<file path="config.mk">
export PLATFORM = sky130hd
export DESIGN_NAME = ternary_neuron_acc19
export DESIGN_NICKNAME = d
export VERILOG_FILES = /design/src/rtl/ternary_neuron_acc19.sv
export SDC_FILE = /design/constraint.sdc
export NUM_CORES = 1
export LEC_CHECK = 0
export ABC_AREA = 1
export CAP_MARGIN = 20
export CELL_PAD_IN_SITES_DETAIL_PLACEMENT = 0
export CELL_PAD_IN_SITES_GLOBAL_PLACEMENT = 2
export CORE_ASPECT_RATIO = 0.7
export CORE_MARGIN = 3
export CORE_UTILIZATION = 27
export CTS_BUF_LIST = sky130_fd_sc_hd__clkbuf_2
export CTS_CLUSTER_DIAMETER = 60
export DETAILED_ROUTE_END_ITERATION = 10
export HOLD_SLACK_MARGIN = 0.08
export PLACE_DENSITY_LB_ADDON = 0.2
export SLEW_MARGIN = 25
export SYNTH_ARGS = -nofsm -noshare
export SYNTH_HDL_FRONTEND = slang
export SYNTH_SLANG_ARGS = --single-unit
</file>
<file path="constraint.sdc">
create_clock -name clk -period 2.52 [get_ports clk]
set_clock_uncertainty 0.15 [all_clocks]
set_input_delay 0.378 -clock clk [delete_from_list [all_inputs] [get_ports clk]]
set_output_delay 0.378 -clock clk [all_outputs]
set_load 0.005 [all_outputs]
</file>
<file path="src/rtl/ternary_neuron_acc19.sv">
// Ternary-neuron back end: accumulates saturated (pos - neg) popcount differences over
// one or more chunks, thresholds the total into a trit, and holds it behind valid/ready.
module ternary_neuron_acc19 #(
  parameter int unsigned ACC_W = 10,
  parameter int          TH_HI = 4,
  parameter int          TH_LO = -4
) (
  input  logic             clk,
  input  logic             rst,
  input  logic [4:0]       pc_pos,
  input  logic [4:0]       pc_neg,
  input  logic             in_valid,
  input  logic             in_last,
  output logic             in_ready,
  output logic             out_valid,
  input  logic             out_ready,
  output logic [1:0]       out_trit,
  output logic [ACC_W-1:0] out_sum,
  output logic [7:0]       out_beats
);

  localparam int unsigned SUM_W = ACC_W + 1;

  localparam logic [1:0] IDLE  = 2'd0;
  localparam logic [1:0] ACCUM = 2'd1;
  localparam logic [1:0] HOLD  = 2'd2;

  logic [1:0]              state;
  logic [1:0]              state_next;
  logic signed [ACC_W-1:0] acc;
  logic signed [ACC_W-1:0] acc_d;
  logic signed [ACC_W-1:0] acc_sat;
  logic signed [SUM_W-1:0] sum_wide;
  logic [7:0]              beats;
  logic [7:0]              beats_d;
  logic [7:0]              beats_inc;
  logic [1:0]              trit_next;
  logic                    load_result;
  logic                    accept;

  // One extra bit catches overflow; disagreeing top bits mean the value left the ACC_W range.
  always_comb begin
    sum_wide = $signed({acc[ACC_W-1], acc})
             + $signed(SUM_W'(pc_pos))
             - $signed(SUM_W'(pc_neg));
    if (sum_wide[SUM_W-1] != sum_wide[ACC_W-1]) begin
      acc_sat = sum_wide[SUM_W-1] ? {1'b1, {(ACC_W-1){1'b0}}}
                                  : {1'b0, {(ACC_W-1){1'b1}}};
    end else begin
      acc_sat = sum_wide[ACC_W-1:0];
    end
    beats_inc = (beats == 8'hFF) ? beats : beats + 8'd1;
    if (int'(acc_sat) >= TH_HI) begin
      trit_next = 2'b01;
    end else if (int'(acc_sat) <= TH_LO) begin
      trit_next = 2'b11;
    end else begin
      trit_next = 2'b00;
    end
  end

  assign accept = in_valid & in_ready;

  // Next-state and accumulator update.
  always_comb begin
    state_next  = state;
    acc_d       = acc;
    beats_d     = beats;
    load_result = 1'b0;
    case (state)
      IDLE, ACCUM: begin
        if (accept) begin
          acc_d   = acc_sat;
          beats_d = beats_inc;
          if (in_last) begin
            state_next  = HOLD;
            load_result = 1'b1;
          end else begin
            state_next = ACCUM;
          end
        end
      end
      HOLD: begin
        if (out_ready) begin
          state_next = IDLE;
          acc_d      = '0;
          beats_d    = '0;
        end
      end
      default: begin
        state_next = IDLE;
        acc_d      = '0;
        beats_d    = '0;
      end
    endcase
  end

  // in_ready/out_valid are decoded from the next state so they are pure flops.
  always_ff @(posedge clk) begin
    if (rst) begin
      state     <= IDLE;
      acc       <= '0;
      beats     <= '0;
      in_ready  <= 1'b1;
      out_valid <= 1'b0;
      out_trit  <= 2'b00;
      out_sum   <= '0;
      out_beats <= '0;
    end else begin
      state     <= state_next;
      acc       <= acc_d;
      beats     <= beats_d;
      in_ready  <= (state_next != HOLD);
      out_valid <= (state_next == HOLD);
      if (load_result) begin
        out_trit  <= trit_next;
        out_sum   <= acc_sat;
        out_beats <= beats_inc;
      end
    end
  end

endmodule

</file>
Word level (Yosys, flattened, before mapping) --
Cells that the tools add are included.
Cells by class: reduce and logical (&&, ||, !) cells 3, bitwise operators 1, magnitude comparators 2, equal/unequal tests 8, multiplexer cells 18, add/sub/neg operators 3
Operators with widths (number):
- $mux 10 | 4
- $mux 8 | 3
- $pmux 10 s2 | 1
- $pmux 8 s2 | 1
- $add 10x6->11 | 1
- $sub 11x6->11 | 1
- $ge 10x4->1 const B | 1
- $le 10x3->1 const B | 1
- $mux 2 | 5
- $add 8x1->8 const B | 1
- $eq 8x8->1 const B | 1
- $ne 2x2->1 const B | 3
- $eq 2x2->1 const B | 2
- $pmux 2 s2 | 1
- $mux 1 | 3
- $eq 2x1->1 const B | 1
- $logic_not 2->1 | 1
- $reduce_and 2->1 | 1
- $reduce_or 2->1 | 1
- $and 1x1->1 | 1
- $ne 1x1->1 | 1
Storage, ports and cells: word-level logic and storage cells 43, register bits after elaboration 42, output and inout port bits 22, bits of input ports 15

Depth between registers and ports, before layout --
Gate-level depths: netlist (run 1).
word-level depth 7, gate-level depth with buffers 22, mapped depth without buffers 22

Worst setup path after synthesis (run 1) --
No wires, ideal clock.
path type input port to flip-flop, start point input port pc_pos[4], end point register out_trit[0], path buffers 0, arrival time 2.435 ns, setup slack -0.198 ns, library setup time 0.132 ns, data required time 2.238 ns, stages 16, cell sequence inv_1 -> fa_1 -> inv_1 -> ha_1 -> a21oi_1 -> nand2_1 -> nand2_1 -> nand3_1 -> nand2_1 -> nand3_2 -> nand2_1 -> nand2_2 -> nor2_1 -> nand3_1 -> a21oi_1 -> a21oi_1
On the way: cells in the longest elaborated chain, start to end 7, elaborated cells between the ends (all ways) 9, classes of those cells 2 x add/sub; 2 x order compare; 1 x eq/ne; 4 x mux
RTL lines:
- start, declared | RTL line 10 | input logic [4:0] pc_pos,
- $add 10x6->11 * | RTL line 44 | + $signed(SUM_W'(pc_pos))
- $sub 11x6->11 * | RTL line 45 | - $signed(SUM_W'(pc_neg));
- $mux 10 / $ne 1x1->1 (equally long branches) | RTL line 47, 46
- $mux 10 * | RTL line 46 | if (sum_wide[SUM_W-1] != sum_wide[ACC_W-1]) begin
- $le 10x3->1 | RTL line 55 | end else if (int'(acc_sat) <= TH_LO) begin
- $mux 2 | RTL line 55
- $mux 2 * | RTL line 53 | if (int'(acc_sat) >= TH_HI) begin
- end signal, assigned | RTL line 116 | out_trit <= trit_next;
- end, declared | RTL line 17 | output logic [1:0] out_trit,
Mark *: on every way between the ends. The rest lies on a longest branch, timed or not. A chain may end at the register's enable or synchronous reset.

Worst setup path after layout (run 1) --
start point input port pc_pos[1], end point register out_trit[0]
Same word-level chain as after synthesis.

==> impl_metrics.ini, run 1 <==
[run_status]
outcome = finished, violations left
violations = setup timing

[final_layout]
diodes = 0
fillers = 934
nets = 509
multi_input_area_sq_um = 1710
layout-drive-gt1-share_pct = 29.9
finish.utilization_pct = 43.3
stdcell_count = 598
syn2layout_area_growth_pct = 50.3
seq_area_sq_um = 846

[critical_path]
crit_chain = clkdlybuf4s50_1 -> inv_1 -> fa_2 -> inv_2 -> ha_4 -> nand2_1 -> nor2_4 -> nand3_2 -> nand4_1 -> nand3_4 -> nand2_4 -> nand2_4 -> nor2_4 -> nand3_2 -> a21oi_2 -> a21oi_2
worst-path-buf-inv = 3
crit_path_end_kind = flop
cpPeakStageDelay_ns = 0.56
crit_type = input pin to flop
arrival_ns = 3.02
worst-path-max-fanout = 8
slowest_stage = fa_2
required_ns = 2.73
cp-start-kind = input pin
crit_family = simple AND/OR/NAND/NOR gates

[clock_tree]
max-clock-path-buffers = 2
cts-hold-fix-buffers = 0
clkSinkCount = 42
cts_max_level = 2
cts_tree = built
worstSkewPairLatency_ns = 0.43
cts-buffers-inserted = 5
clk_pin_slew_ns = 0.23
cts-root-buf = clkbuf_2

[drt]
wl_microns = 7530
wl_per_cell_microns = 12.6
ant_nets = 0
via_per_inst = 4.19
drtIter0Drc = 76
drc = 0
dr.pass1.iters = 4
num_vias = 2506

[placement]
portBuffers = 36
gp_congestion = 0.782
dp_cells = 580
place_hpwl_microns = 5570

[synthesis]
synth_seq_cells = 42
synth_area_sq_um = 2530
synthCells = 391
synth_edf_count = 0
synth_common_cells = nand2_1 (109), inv_1 (66), nor2_1 (57)
yosysWarnings = 0
ys_top_cells_by_area = dfxtp_1 (33%), nand2_1 (16%), inv_1 (9.8%)
synth_top_area_share_pct = 33.2
synth.most_common_cell = nand2_1
ys_seq_area_share_pct = 33.2
syn_area_per_cell_sq_um = 6.48
synth_top_cell_by_area = dfxtp_1
synth_nets = 423
ys.flop_type = dfxtp_1
synth.distinct_cells = 27
synthArstFlopShare_pct = 0

[timing]
finalCritPeriodShare_pct = 112
drv_slew = 0
max_slew.worst_pin.slew_ns = 0.375
rsz0062_at_grt = yes
fmax_mhz = 355
fin_ws_ns = -0.297
slew_headroom_pct = 75.0
finalHoldViolCount = 0
finalSetupViolations = 20
period_needed_ns = 2.82

[run]
maxCapViolCount = 0

[floorplan]
coreArea_sq_um = 8790
fp.dieW_microns = 122
die_h_microns = 87.0
dieArea_sq_um = 10600
start_util_pct = 28.8
design.portCount = 37
rows = 28

[grt]
use_met3_pct = 3.83
met2_usage_pct = 20.0
busiest_layer = met1
grt_pass1_wl_microns = 12300
grt_pass1_vias = 2482
grt_max_degree = 38
met1_usage_pct = 23.4
track_usage_pct = 14.9
antenna_found_initial = 0
gr-total-overflow = 0

[worst_hold_path]
min_path_type = flop to flop
-- state kept, by name, indices dropped and copies added (netlist names) --
register and count:
acc 10, out_sum 10, beats 8, out_beats 8, out_trit 2, state 2
in_ready 1, out_valid 1
-- cell type report --
class                           instances  area share [%]
Multi-Input combinational cell        271            44.8
Sequential cell                        42            22.2
Timing Repair Buffer                   89            21.1
Inverter                               68            6.77
Tap cell                              120            3.94
Clock buffer                            5           0.657
Clock inverter                          3           0.427
-- path summary, 6_finish.rpt --
| kind | start | endpoint | slack, ns | cells after the start |
|---|---|---|---|---|
| setup reg to reg | acc[3] | out_trit[1] | -0.27 | 18 |
| setup / recovery | pc_pos[1] | out_trit[0] | -0.30 | 16 |
| hold reg to reg | acc[4] | acc[4] | 0.34 | 2 |
| hold / removal | acc[4] | acc[4] | 0.34 | 2 |
-- metrics by stage --
step	hold WS [ns]	setup TNS [ns]	cell area, sq um	worst slack (ns)
after floorplan	0.295	-0.148	2580	-0.0882
after global placement	0.305	-14.05	3380	-0.837
after detailed placement	0.307	-14.28	3380	-0.832
after CTS	0.331	-2.53	3620	-0.244
after global routing	0.367	-5.91	3810	-0.428
final	0.339	-3.45	3810	-0.297
-- placed cells by master (no fill, tap or decap), types with 12 or more instances in the layout --
cell | synthesis | routed
nor2_1 | 57 | 49
o21ai_0 | 18 | 12
clkdlybuf4s50_1 | 0 | 35
nand2_2 | 3 | 17
buf_4 | 0 | 45
dfxtp_1 | 42 | 38
inv_2 | 1 | 12
a21oi_1 | 27 | 23
inv_1 | 66 | 54
nand2_1 | 109 | 84
-- kinds of logic (layout without fill, tap and decap cells) --
| logic type | after synthesis | in the layout | synth area share, % |
|---|---|---|---|
| simple gates | 193 | 193 | 30.9 |
| xor+xnor | 10 | 10 | 3.46 |
| compound gates | 51 | 51 | 10.7 |
| fa+ha+maj | 17 | 17 | 9.88 |
| buf+inv | 78 | 165 | 11.9 |
| flops | 42 | 42 | 33.2 |
-- timing repair --
| action | 4_1_cts | 5_1_grt |
|---|---|---|
| endpoints found under the setup margin | 20 | 21 |
| resized for setup | 54 | 48 |
| pin swaps | 31 | 29 |
| buffers inserted | 7 | 5 |
-- tightest hold or removal path, delay by kind of cell, from the launching register on --
kind	cells	cell delay [ns]
simple gates	1	0.06
flops	1	0.38
compound gates	1	0.05
-- per-layer routing --
metal | vias to the layer above | wire [microns]
li1 | 1373 | -
met1 | 1091 | 4460
met2 | 34 | 2710
met3 | 8 | 304
met4 | 0 | 55
met5 | - | 0
Power of run 1 is not shown: default switching activity piles up to over one toggle a cycle in this logic, so the estimate is an artifact.
==> run 2, diff against run 1 <==
--- a/config.mk
+++ b/config.mk
@@ -11,9 +11,10 @@
 export CELL_PAD_IN_SITES_GLOBAL_PLACEMENT = 2
 export CORE_ASPECT_RATIO = 0.7
 export CORE_MARGIN = 3
-export CORE_UTILIZATION = 27
+export CORE_UTILIZATION = 30
 export CTS_BUF_LIST = sky130_fd_sc_hd__clkbuf_2
 export CTS_CLUSTER_DIAMETER = 60
+export CTS_CLUSTER_SIZE = 30
 export DETAILED_ROUTE_END_ITERATION = 10
 export HOLD_SLACK_MARGIN = 0.08
 export PLACE_DENSITY_LB_ADDON = 0.2
==> constraint.sdc (replaced) <==
create_clock -name clk -period 3.05 [get_ports clk]
set_clock_uncertainty 0.15 [all_clocks]
set_input_delay 0.4575 -clock clk [delete_from_list [all_inputs] [get_ports clk]]
set_output_delay 0.4575 -clock clk [all_outputs]
set_load 0.005 [all_outputs]
==> run 2 against run 1 <==
The run now ends clean. Setup slack better by 0.38 ns. Global-route usage rose by 0.47 points. Utilization grew 0.48 points. Largest cell class unchanged. Critical path type unchanged.
==> impl_metrics.ini, run 2 (same netlist as run 1, synthesis figures left out) <==
[clock_tree]
max-clock-path-buffers = 2
cts-buffers-inserted = 5
worstSkewPairLatency_ns = 0.42
cts_tree = built
cts-root-buf = clkbuf_2
clkSinkCount = 42
cts_max_level = 2
clk_pin_slew_ns = 0.20

[timing]
finalHoldViolCount = 0
period_needed_ns = 2.97
finalSetupViolations = 0
slew_headroom_pct = 64.0
drv_slew = 0
finalCritPeriodShare_pct = 97.4
max_slew.worst_pin.slew_ns = 0.537
fmax_mhz = 337

[worst_hold_path]
min_path_type = flop to flop
hp-start = acc[9]
hold-path-endpoint = acc[9]
hold_path_depth = 2

[drt]
ant_nets = 0
wl_per_cell_microns = 12.8
num_vias = 2487
dr_wl_met3_microns = 459
drtIter0Drc = 140
wl_met2_microns = 2620
wl_microns = 7220
wl_met1_microns = 4100
drc = 0
dr.pass1.iters = 4
highest_layer = met4
via_per_inst = 4.42

[critical_path]
crit_type = input pin to flop
path_depth = 18
r2r_cells = 17
cp-start-kind = input pin
arrival_ns = 3.13
worst-path-buf-inv = 6
reg2reg_slack_ns = 0.15
r2r-start = acc[4]
required_ns = 3.21
cpPeakStageDelay_ns = 0.49
worst-path-max-fanout = 8
crit_family = simple AND/OR/NAND/NOR gates
slowest_stage = fa_1
crit_path_frequent_cell = nand2_1
crit_path_end_kind = flop
crit_chain = clkdlybuf4s50_1 -> inv_1 -> fa_1 -> inv_2 -> ha_4 -> nand2_4 -> inv_1 -> nand2_1 -> nand2_1 -> nand2_2 -> nand4_1 -> nand3_4 -> nand2_2 -> nand2_4 -> buf_4 -> buf_4 -> nand2_1 -> a21oi_1
r2r-end = acc[4]

[floorplan]
start_util_pct = 31.5
rows = 27
design.portCount = 37
fp.dieW_microns = 116
dieArea_sq_um = 9600
die_h_microns = 82.9
coreArea_sq_um = 8040

[grt]
grt_max_degree = 38
gr-total-overflow = 0
grt_pass1_wl_microns = 11900
grt_pass1_vias = 2392
track_usage_pct = 15.4
antenna_found_initial = 0

[placement]
gp_congestion = 0.805
portBuffers = 36
place_hpwl_microns = 5300

[final_layout]
top_regs = acc x10, out_sum x10
syn2layout_area_growth_pct = 38.9
nets = 493
finish.utilization_pct = 43.8
final_common_cell = nand2_1
layout-drive-gt1-share_pct = 20.6
layout_common_cells = nand2_1 (94), inv_1 (61), nor2_1 (51)
diodes = 0

[run_status]
outcome = finished clean

[run]
maxCapViolCount = 0
## run 2: cell count changes in the layout (fill, tap and decap cells not counted), moves of 4 or more
cell     change
buf_4        -9
buf_6        -6
inv_1        +7
inv_2        -7
nand2_1     +10
nand2_2      -6
nand2_4      -4
o21ai_0      +5
o21ai_2      -5
## run 2: layer usage
metal	GRT usage [%]	up-vias
met5	0	-
met4	2.85	0
met3	3.79	8
met2	19.1	63
met1	25.8	1078
li1	-	1338
## run 2: how the worst max path moves through the flow
stage	start	to	slack (ns)
floorplan	pc_pos[4]	out_trit[0]	0.25
global placement	pc_pos[4]	out_trit[0]	-0.47
detailed placement	pc_pos[4]	out_trit[0]	-0.51
CTS	pc_pos[3]	out_trit[0]	0.02
global route	pc_pos[2]	out_sum[5]	-0.03
finish	pc_pos[4]	acc[4]	0.08
## run 2: area by class of cell
cell class                 count  area, sq um
fill                         865         4520
multi-input combinational    271         1600
sequential                    42          845
timing repair buffer          73          651
inverter                      68          258
tap                          101          126
clock buffer                   6         30.0
clock inverter                 2         8.76
## run 2: stage by stage
stage | instances | hold WS, ns | worst slack [ns] | setup TNS (ns) | area [sq um]
2_1_floorplan | 391 | 0.295 | 0.253 | 0 | 2530
3_3_place_gp | 552 | 0.304 | -0.470 | -6.84 | 3240
3_5_place_dp | 552 | 0.308 | -0.515 | -7.62 | 3240
4_1_cts | 560 | 0.332 | 0.0213 | 0 | 3290
5_1_grt | 563 | 0.369 | -0.0275 | -0.0776 | 3520
6_report | 563 | 0.330 | 0.0783 | 0 | 3520
## run 2: worst min-delay path: cells and delay by family, from the launching register on
kind	cells	cell delay [ns]
AOI/OAI and AO/OA	1	0.05
DFF	1	0.35
and+or+nand+nor	1	0.06
## run 2: repair_timing
| item | CTS | global route |
|---|---|---|
| pin swaps | 0 | 19 |
| hold buffers | 0 | 0 |
| setup buffers | 0 | 3 |
| setup endpoints to repair | 2 | 17 |
| gates resized for setup | 2 | 56 |
Power of run 2 is left out for the same reason.
